## config.mk

```make
export PLATFORM = sky130hd
export DESIGN_NAME = uart_tx_parity_flat
export DESIGN_NICKNAME = d
export VERILOG_FILES = /design/src/rtl/uart_tx_parity_if.sv /design/src/rtl/uart_tx_parity.sv /design/src/flat_wrapper.sv
export SDC_FILE = /design/constraint.sdc
export NUM_CORES = 1
export LEC_CHECK = 0
export BUFFER_PORTS_ARGS = -buffer_cell sky130_fd_sc_hd__buf_2
export CORE_UTILIZATION = 45
export CTS_CLUSTER_DIAMETER = 80
export DETAILED_ROUTE_END_ITERATION = 8
export PLACE_DENSITY = 0.69
export SYNTH_ARGS = -nofsm -noshare
export SYNTH_HDL_FRONTEND = slang
export SYNTH_SLANG_ARGS = --single-unit
```

## constraint.sdc

```tcl
create_clock -name clk -period 2.58 [get_ports clk]
set_clock_uncertainty 0.05 [all_clocks]
set_input_delay 0.645 -clock clk [delete_from_list [all_inputs] [get_ports clk]]
set_output_delay 0.645 -clock clk [all_outputs]
set_load 0.05 [all_outputs]
```

## src/rtl/uart_tx_parity_if.sv

```systemverilog
// Host-side handshake between the write side (host/FIFO) and the
// parity UART transmitter: request, data word, and frame status.
interface uart_tx_parity_if;
  logic       tx_start;
  logic [7:0] din;
  logic       tx_done_tick;
  logic       tx_busy;
  logic       tx_parity;

  // Host issues requests and observes completion/status.
  modport master (
    output tx_start,
    output din,
    input  tx_done_tick,
    input  tx_busy,
    input  tx_parity
  );

  // Transmitter accepts requests and reports completion/status.
  modport slave (
    input  tx_start,
    input  din,
    output tx_done_tick,
    output tx_busy,
    output tx_parity
  );
endinterface

```

## src/rtl/uart_tx_parity.sv

```systemverilog
// UART transmitter with even parity: start, DBIT data bits LSB first,
// parity, stop. Bit timing follows the shared 16x oversampling s_tick so
// frames line up bit-for-bit with the parity-checking receiver.
module uart_tx_parity #(
  parameter int DBIT    = 8,   // data bits per frame, 5..8
  parameter int SB_TICK = 16   // s_ticks in the stop phase (16/24/32)
) (
  input  logic             clk,
  input  logic             reset,
  input  logic             s_tick,
  uart_tx_parity_if.slave  host,
  output logic             tx
);

  typedef enum logic [2:0] {
    IDLE   = 3'd0,
    START  = 3'd1,
    DATA   = 3'd2,
    PARITY = 3'd3,
    STOP   = 3'd4
  } state_t;

  // Last oversample index of a start/data/parity bit, of the stop phase,
  // and of the data-bit counter.
  localparam logic [4:0] S_BIT_LAST  = 5'd15;
  localparam logic [4:0] S_STOP_LAST = 5'(SB_TICK - 1);
  localparam logic [2:0] N_LAST      = 3'(DBIT - 1);

  state_t     state_reg, state_next;
  logic [4:0] s_reg, s_next;
  logic [2:0] n_reg, n_next;
  logic [7:0] b_reg, b_next;
  logic       p_reg, p_next;
  logic       tx_reg, tx_next;
  logic       done;

  // State and datapath registers; reset parks the line high and idle.
  always_ff @(posedge clk or posedge reset) begin
    if (reset) begin
      state_reg <= IDLE;
      s_reg     <= 5'd0;
      n_reg     <= 3'd0;
      b_reg     <= 8'd0;
      p_reg     <= 1'b0;
      tx_reg    <= 1'b1;
    end else begin
      state_reg <= state_next;
      s_reg     <= s_next;
      n_reg     <= n_next;
      b_reg     <= b_next;
      p_reg     <= p_next;
      tx_reg    <= tx_next;
    end
  end

  // Next-state, counter and shift/parity update; everything holds when
  // s_tick is absent.
  always_comb begin
    state_next = state_reg;
    s_next     = s_reg;
    n_next     = n_reg;
    b_next     = b_reg;
    p_next     = p_reg;
    done       = 1'b0;
    case (state_reg)
      IDLE: begin
        // A request needs no s_tick; the start bit begins on the next edge.
        if (host.tx_start) begin
          b_next     = host.din;
          p_next     = 1'b0;
          s_next     = 5'd0;
          state_next = START;
        end
      end
      START: begin
        if (s_tick) begin
          if (s_reg == S_BIT_LAST) begin
            s_next     = 5'd0;
            n_next     = 3'd0;
            state_next = DATA;
          end else begin
            s_next = s_reg + 5'd1;
          end
        end
      end
      DATA: begin
        if (s_tick) begin
          if (s_reg == S_BIT_LAST) begin
            // Fold the bit just sent into the running parity, then expose
            // the next bit at position 0.
            p_next = p_reg ^ b_reg[0];
            b_next = {1'b0, b_reg[7:1]};
            s_next = 5'd0;
            if (n_reg == N_LAST) begin
              state_next = PARITY;
            end else begin
              n_next = n_reg + 3'd1;
            end
          end else begin
            s_next = s_reg + 5'd1;
          end
        end
      end
      PARITY: begin
        if (s_tick) begin
          if (s_reg == S_BIT_LAST) begin
            s_next     = 5'd0;
            state_next = STOP;
          end else begin
            s_next = s_reg + 5'd1;
          end
        end
      end
      STOP: begin
        if (s_tick) begin
          if (s_reg == S_STOP_LAST) begin
            // A request in this same cycle is ignored because the state
            // is still STOP; the next edge returns to IDLE.
            done       = 1'b1;
            s_next     = 5'd0;
            state_next = IDLE;
          end else begin
            s_next = s_reg + 5'd1;
          end
        end
      end
      default: begin
        // Illegal encoding: recover to a clean idle line.
        state_next = IDLE;
        s_next     = 5'd0;
        n_next     = 3'd0;
        b_next     = 8'd0;
        p_next     = 1'b0;
      end
    endcase
  end

  // Line level derived from the upcoming state so the registered tx
  // changes exactly on the bit boundary without glitches.
  always_comb begin
    tx_next = 1'b1;
    case (state_next)
      IDLE:    tx_next = 1'b1;
      START:   tx_next = 1'b0;
      DATA:    tx_next = b_next[0];
      PARITY:  tx_next = p_next;
      STOP:    tx_next = 1'b1;
      default: tx_next = 1'b1;
    endcase
  end

  assign tx                = tx_reg;
  assign host.tx_done_tick = done;
  assign host.tx_busy      = (state_reg != IDLE);
  assign host.tx_parity    = p_reg;

endmodule

```

## src/flat_wrapper.sv

```systemverilog
// flat-port wrapper written by rule: the top's interface ports become plain ports
module uart_tx_parity_flat 
#(
  parameter int DBIT    = 8,                               
  parameter int SB_TICK = 16                                          
)
  (clk, reset, s_tick, tx, host_tx_start, host_din, host_tx_done_tick, host_tx_busy, host_tx_parity);
  uart_tx_parity_if host_i ();
  input  logic clk;
  input  logic reset;
  input  logic s_tick;
  output logic tx;
  input wire logic [$bits(host_i.tx_start)-1:0] host_tx_start;
  input wire logic [$bits(host_i.din)-1:0] host_din;
  output wire logic [$bits(host_i.tx_done_tick)-1:0] host_tx_done_tick;
  output wire logic [$bits(host_i.tx_busy)-1:0] host_tx_busy;
  output wire logic [$bits(host_i.tx_parity)-1:0] host_tx_parity;
  assign host_i.tx_start = host_tx_start;
  assign host_i.din = host_din;
  assign host_tx_done_tick = host_i.tx_done_tick;
  assign host_tx_busy = host_i.tx_busy;
  assign host_tx_parity = host_i.tx_parity;
  uart_tx_parity #(.DBIT(DBIT), .SB_TICK(SB_TICK)) u_core (.clk(clk), .reset(reset), .s_tick(s_tick), .host(host_i), .tx(tx));
endmodule
```

---- After elaboration in Yosys (flattened, before gate mapping) ----
Cells that the tools add are included.
storage, ports and cells
  register bits after elaboration ......... 21
  bits of input ports ..................... 12
  word-level logic and storage cells ...... 69
cells by class
  $add $sub $neg .......................... 2
  eq/ne operators ......................... 16
  multiplexer cells ....................... 33
  bitwise logic cells ..................... 3
  reduce and logical (&&, ||, !) cells .... 8
operators by type and width
  operator                                                               number
  3-bit two-way mux                                                      15
  8-bit two-way mux                                                      3
  8-bit one-hot mux with 3 select lines                                  1
  5-bit two-way mux                                                      3
  3-bit one-hot mux with 5 select lines                                  1
  3-bit by 2-bit equality test with 1-bit output, second input constant  4
  5-bit one-hot mux with 2 select lines                                  1
  3-bit one-hot mux with 3 select lines                                  1
  2-bit != test, second input constant                                   4
  3-bit by 1-bit equality test with 1-bit output, second input constant  2
  3-bit equality test, second input constant                             2
  1-bit two-way mux                                                      6
  2-bit by 1-bit != test with 1-bit output, second input constant        3
  1-bit one-hot mux with 3 select lines                                  2
  6-bit AND reduction                                                    1
  3-bit OR reduction                                                     2
  5-bit by 1-bit adder with 5-bit output, second input constant          1
  5-bit by 4-bit equality test with 1-bit output, second input constant  1
  4-bit AND reduction                                                    1
  4-bit OR reduction                                                     1
  3-bit by 1-bit adder with 3-bit output, second input constant          1
  3-bit zero test                                                        1
  3-bit nonzero test                                                     1
  1-bit inverter                                                         2
  2 further kinds                                                        2

---- Logic depth before layout (Yosys ltp) ----
  depth after elaboration ................. 7
  mapped depth ............................ 7
  gate-level depth less buffers ........... 6

---- Worst setup path after synthesis ----
Ideal clock, no wire load.
  path type ............................... reg2out
  from .................................... register u_core.s_reg[0]
  to ...................................... output host_tx_done_tick
  data arrival time ....................... 1.639 ns
  setup slack ............................. 0.246 ns
  cell stages (with the launch flop) ...... 6
  path buffers ............................ 1
  cells stage by stage .................... dfrtp_1 > ha_1 > and4b_1 > buf_2 > nand2_1 > nor2_1
on the way
  word-level cells in the longest chain between the ends .. 4
ends and longest elaborated chain
  element                                         line                   RTL
  start: declaration                              uart_tx_parity.sv:30   logic [4:0] s_reg, s_next;
  start signal: assignment                        uart_tx_parity.sv:48   s_reg <= s_next;
  5-bit by 4-bit equality test with 1-bit output  uart_tx_parity.sv:116  if (s_reg == S_STOP_LAST) begin
  1-bit two-way mux                               uart_tx_parity.sv:116
  1-bit two-way mux                               uart_tx_parity.sv:115  if (s_tick) begin
  1-bit two-way mux                               uart_tx_parity.sv:65   case (state_reg)
  end: declaration                                flat_wrapper.sv:15     output wire logic [$bits(host_i.tx_done_tick)-1:0] host_tx_done_tick;
No other way between the ends.

---- Final worst setup path ----
Same ends and word-level chain as after synthesis.

==> results.py <==
metrics = {
    "sta": {
        "timing.setup.tns_ns": 0,
        "achievable-frequency_ghz": 0.410,
        "finalWorstPathRequiredPeriod_ns": 2.44,
        "final.period_utilization_pct": 94.5,
        "drv_slew": 0,
        "final-setup-viol-count": 0,
        "worst-slew-pin-transition_ns": 0.791,
        "relSlewSlack_pct": 47.2,
        "grt_setup_unrepaired": "no",
        "worst_hold_slack_ns": 0.415,
        "final-hold-violation-count": 0,
    },
    "clock_network": {
        "clock_tree_from_tritoncts": "yes",
        "post_cts_buffers": 0,
        "clk_pin_slew_worst_paths_ns": 0.11,
        "max-clock-path-buffers": 2,
        "ctsRootBufferMaster": "sky130_fd_sc_hd__clkbuf_4",
        "cts_bufs_inserted": 3,
        "clock_latency_on_the_worst_skew_pair_ns": 0.31,
        "cts-htree-levels": 1,
        "tritoncts_num_sinks": 21,
    },
    "power": {
        "p_total_uw": 1170,
        "total_leakage_power_uw": 0.000632,
        "worst_ir_drop_vdd_mv": 0.613,
        "p_per_area_mw_per_mm2": 917,
    },
    "setup_path": {
        "slowest_stage_cell_cp": "sky130_fd_sc_hd__dfrtp_1",
        "end_kind": "primary output",
        "timing.critical_path.from_type": "flop",
        "regToRegStartpoint": "u_core.s_reg[0]",
        "critical_path_peak_fanout": 8,
        "timing.critical_path.required_ns": 1.88,
        "timing.reg2reg.setup_slack_ns": 0.58,
        "critical_path_start_end_classification": "reg2out",
        "crit-reg2reg-capture": "u_core.n_reg[1]",
        "critical_path.max_stage_delay_ns": 0.42,
        "critical_path.cell_chain": "ha_1 -> and4b_2 -> nand2_1 -> nor2_1 -> clkbuf_4",
        "worst_r2r_path_depth": 6,
        "cp_data_arrival_time_ns": 1.74,
    },
    "grt": {
        "gr-usage-met2_pct": 30.4,
        "met1_usage_pct": 26.6,
        "top_usage_layer": "met2",
        "groute.usage.overall_pct": 19.5,
        "first_pass_grt_wire_length_um": 3900,
        "antenna_found_initial": 0,
        "grt_pass1_vias": 906,
        "total_global_routing_overflow": 0,
        "global_route.usage.met3_pct": 3.48,
        "grt_start_max_net_pins": 22,
    },
    "routing": {
        "drcViolationCount": 0,
        "drtAntennaViolNets": 0,
        "wirelength_um": 2260,
        "via_count": 906,
        "avgViaCountPerCell": 5.73,
        "mean_routed_wirelength_per_cell_um": 14.3,
        "initialDrtViolationCount": 31,
        "drt_pre_antenna_iters": 4,
    },
    "placement": {
        "gp_congestion": 0.894,
        "detailed_place_hpwl_um": 1690,
        "numPortBuffers": 15,
        "dpl_cell_area_mm2": 0.00124,
    },
    "synth": {
        "post_synthesis_async_set_or_reset_flop_share_pct": 100,
        "post-synth-top-area-fraction_pct": 43.1,
        "synthesis.area_mm2": 0.00116,
        "synth-edff-count": 0,
        "syn-instance-count": 115,
        "post_synthesis_compound_gate_area_fraction_pct": 23.6,
        "synth_top_flop_cell": "sky130_fd_sc_hd__dfrtp_1",
        "syn_area_per_cell_um2": 10.1,
        "yosys-mux-area-fraction_pct": 3.66,
        "ys_seq_elements": 21,
        "sequential_area_share_after_synthesis_pct": 45.3,
        "synth_cell_types": 47,
        "yosysTopAreaCell": "sky130_fd_sc_hd__dfrtp_1",
        "ys_top_cells_by_area": "sky130_fd_sc_hd__dfrtp_1 43%, sky130_fd_sc_hd__a222oi_1 5.2%, sky130_fd_sc_hd__inv_1 4.2%",
        "yosys_warnings": 0,
        "xor_xnor_share_of_the_synthesized_area_pct": 0,
        "syn_nets": 130,
        "synthSimpleGateAreaFrac_pct": 17.4,
        "combinational_family_with_the_most_area_after_synthesis": "compound AO/OA/AOI/OAI gates",
        "synthAdderAreaFrac_pct": 3.23,
    },
    "layout": {
        "fin_nets": 144,
        "layout_commonest_cell": "sky130_fd_sc_hd__dfrtp_1",
        "utilization_pct": 51.9,
        "synthToLayoutAreaGrowth_pct": 9.69,
        "largest_reg_flops": 8,
        "most-common-layout-cells": "20 x sky130_fd_sc_hd__dfrtp_1, 14 x sky130_fd_sc_hd__buf_2, 13 x sky130_fd_sc_hd__inv_1, 7 x sky130_fd_sc_hd__nor2_1",
        "finish.instance_area_mm2": 0.00127,
        "antenna_cells": 0,
        "final_layout_size_suffix_gt1_share_pct": 21.9,
        "nFillCells": 221,
    },
    "hold_path": {
        "min-delay-path-class": "in2async",
    },
    "floorplanning": {
        "die_h_um": 52.8,
        "die_width_um": 52.8,
        "core_area_mm2": 0.00245,
        "number_of_placement_rows": 18,
        "boundaryPins": 16,
        "floorplan.initialDensity_pct": 47.3,
        "dieArea_mm2": 0.00279,
    },
    "flow_run": {
        "maximum_capacitance_violations": 0,
    },
    "run_status": {
        "run_status": "finished, final reports clean",
    },
}
[cell usage after synthesis, types with 2 or more instances]
cell and n:
sky130_fd_sc_hd__mux2i_1 2, sky130_fd_sc_hd__a21o_1 2, sky130_fd_sc_hd__dfrtp_1 20, sky130_fd_sc_hd__o21a_1 3, sky130_fd_sc_hd__nand3_1 2, sky130_fd_sc_hd__ha_1 3
sky130_fd_sc_hd__and3_1 2, sky130_fd_sc_hd__a21oi_1 3, sky130_fd_sc_hd__o31ai_1 2, sky130_fd_sc_hd__and4b_1 2, sky130_fd_sc_hd__nand2b_1 2, sky130_fd_sc_hd__inv_1 13
sky130_fd_sc_hd__a222oi_1 6, sky130_fd_sc_hd__buf_2 3, sky130_fd_sc_hd__and2_1 3, sky130_fd_sc_hd__nor3_1 2, sky130_fd_sc_hd__a22o_1 2, sky130_fd_sc_hd__nor2b_1 2
sky130_fd_sc_hd__nor2_1 7, sky130_fd_sc_hd__o21ai_0 2, sky130_fd_sc_hd__nand2_1 6
[cell families after synthesis]
family	count (synthesis)
buffers and inverters	19
adder cells (fa/ha/maj)	3
multiplexers	4
AO/OA/AOI/OAI	32
AND/OR/NAND/NOR	36
flip-flops	21
[through the flow]
step | setup WS (ns) | instances
after floorplan | 0.246 | 115
after global placement | 0.458 | 154
after detailed placement | 0.404 | 154
after CTS | 0.0538 | 158
after global routing | 0.0278 | 158
final | 0.143 | 158
[power breakdown]
group          leakage, uW  total (uW)  internal [uW]  switching (uW)
logic             0.000353         475            211             264
clock network    0.0000150         159           60.4            99.0
registers         0.000264         534            431             104
total             0.000632        1170            702             466
[worst max path at each step]
| stage | start | to | slack [ns] | depth (start not counted) |
|---|---|---|---|---|
| CTS | u_core.s_reg[0] | host_tx_done_tick | 0.05 | 5 |
| floorplan | u_core.s_reg[0] | host_tx_done_tick | 0.25 | 5 |
| global route | u_core.s_reg[0] | host_tx_done_tick | 0.03 | 5 |
| global placement | u_core.s_reg[0] | host_tx_done_tick | 0.46 | 5 |
| finish | u_core.s_reg[0] | host_tx_done_tick | 0.14 | 5 |
| detailed placement | u_core.s_reg[0] | host_tx_done_tick | 0.40 | 5 |
[area by class of cell]
type                            instances  area, um2  area share (%)
Timing Repair Buffer                   15       77.6            6.08
Tap cell                               30       37.5            2.94
Clock buffer                            4       26.3            2.06
Sequential cell                        21        527            41.3
Inverter                               13       48.8            3.83
Multi-Input combinational cell         75        558            43.8
[routing by layer]
layer	wire length [um]	up-vias
met5	0	-
met4	44	0
met3	140	5
met2	1000	27
met1	1070	428
li1	-	446
[what timing repair did]
item	CTS	global route
hold buffers	0	0
gates resized for setup	0	2
setup endpoints to repair	0	1
[critical path, delay by kind of cell, from the launching register on]
| family | cells | cell delay, ns |
|---|---|---|
| simple gates | 3 | 0.57 |
| fa+ha+maj | 1 | 0.21 |
| buf+inv | 1 | 0.23 |
| flops | 1 | 0.42 |
Power figures use the tool's default switching activity.
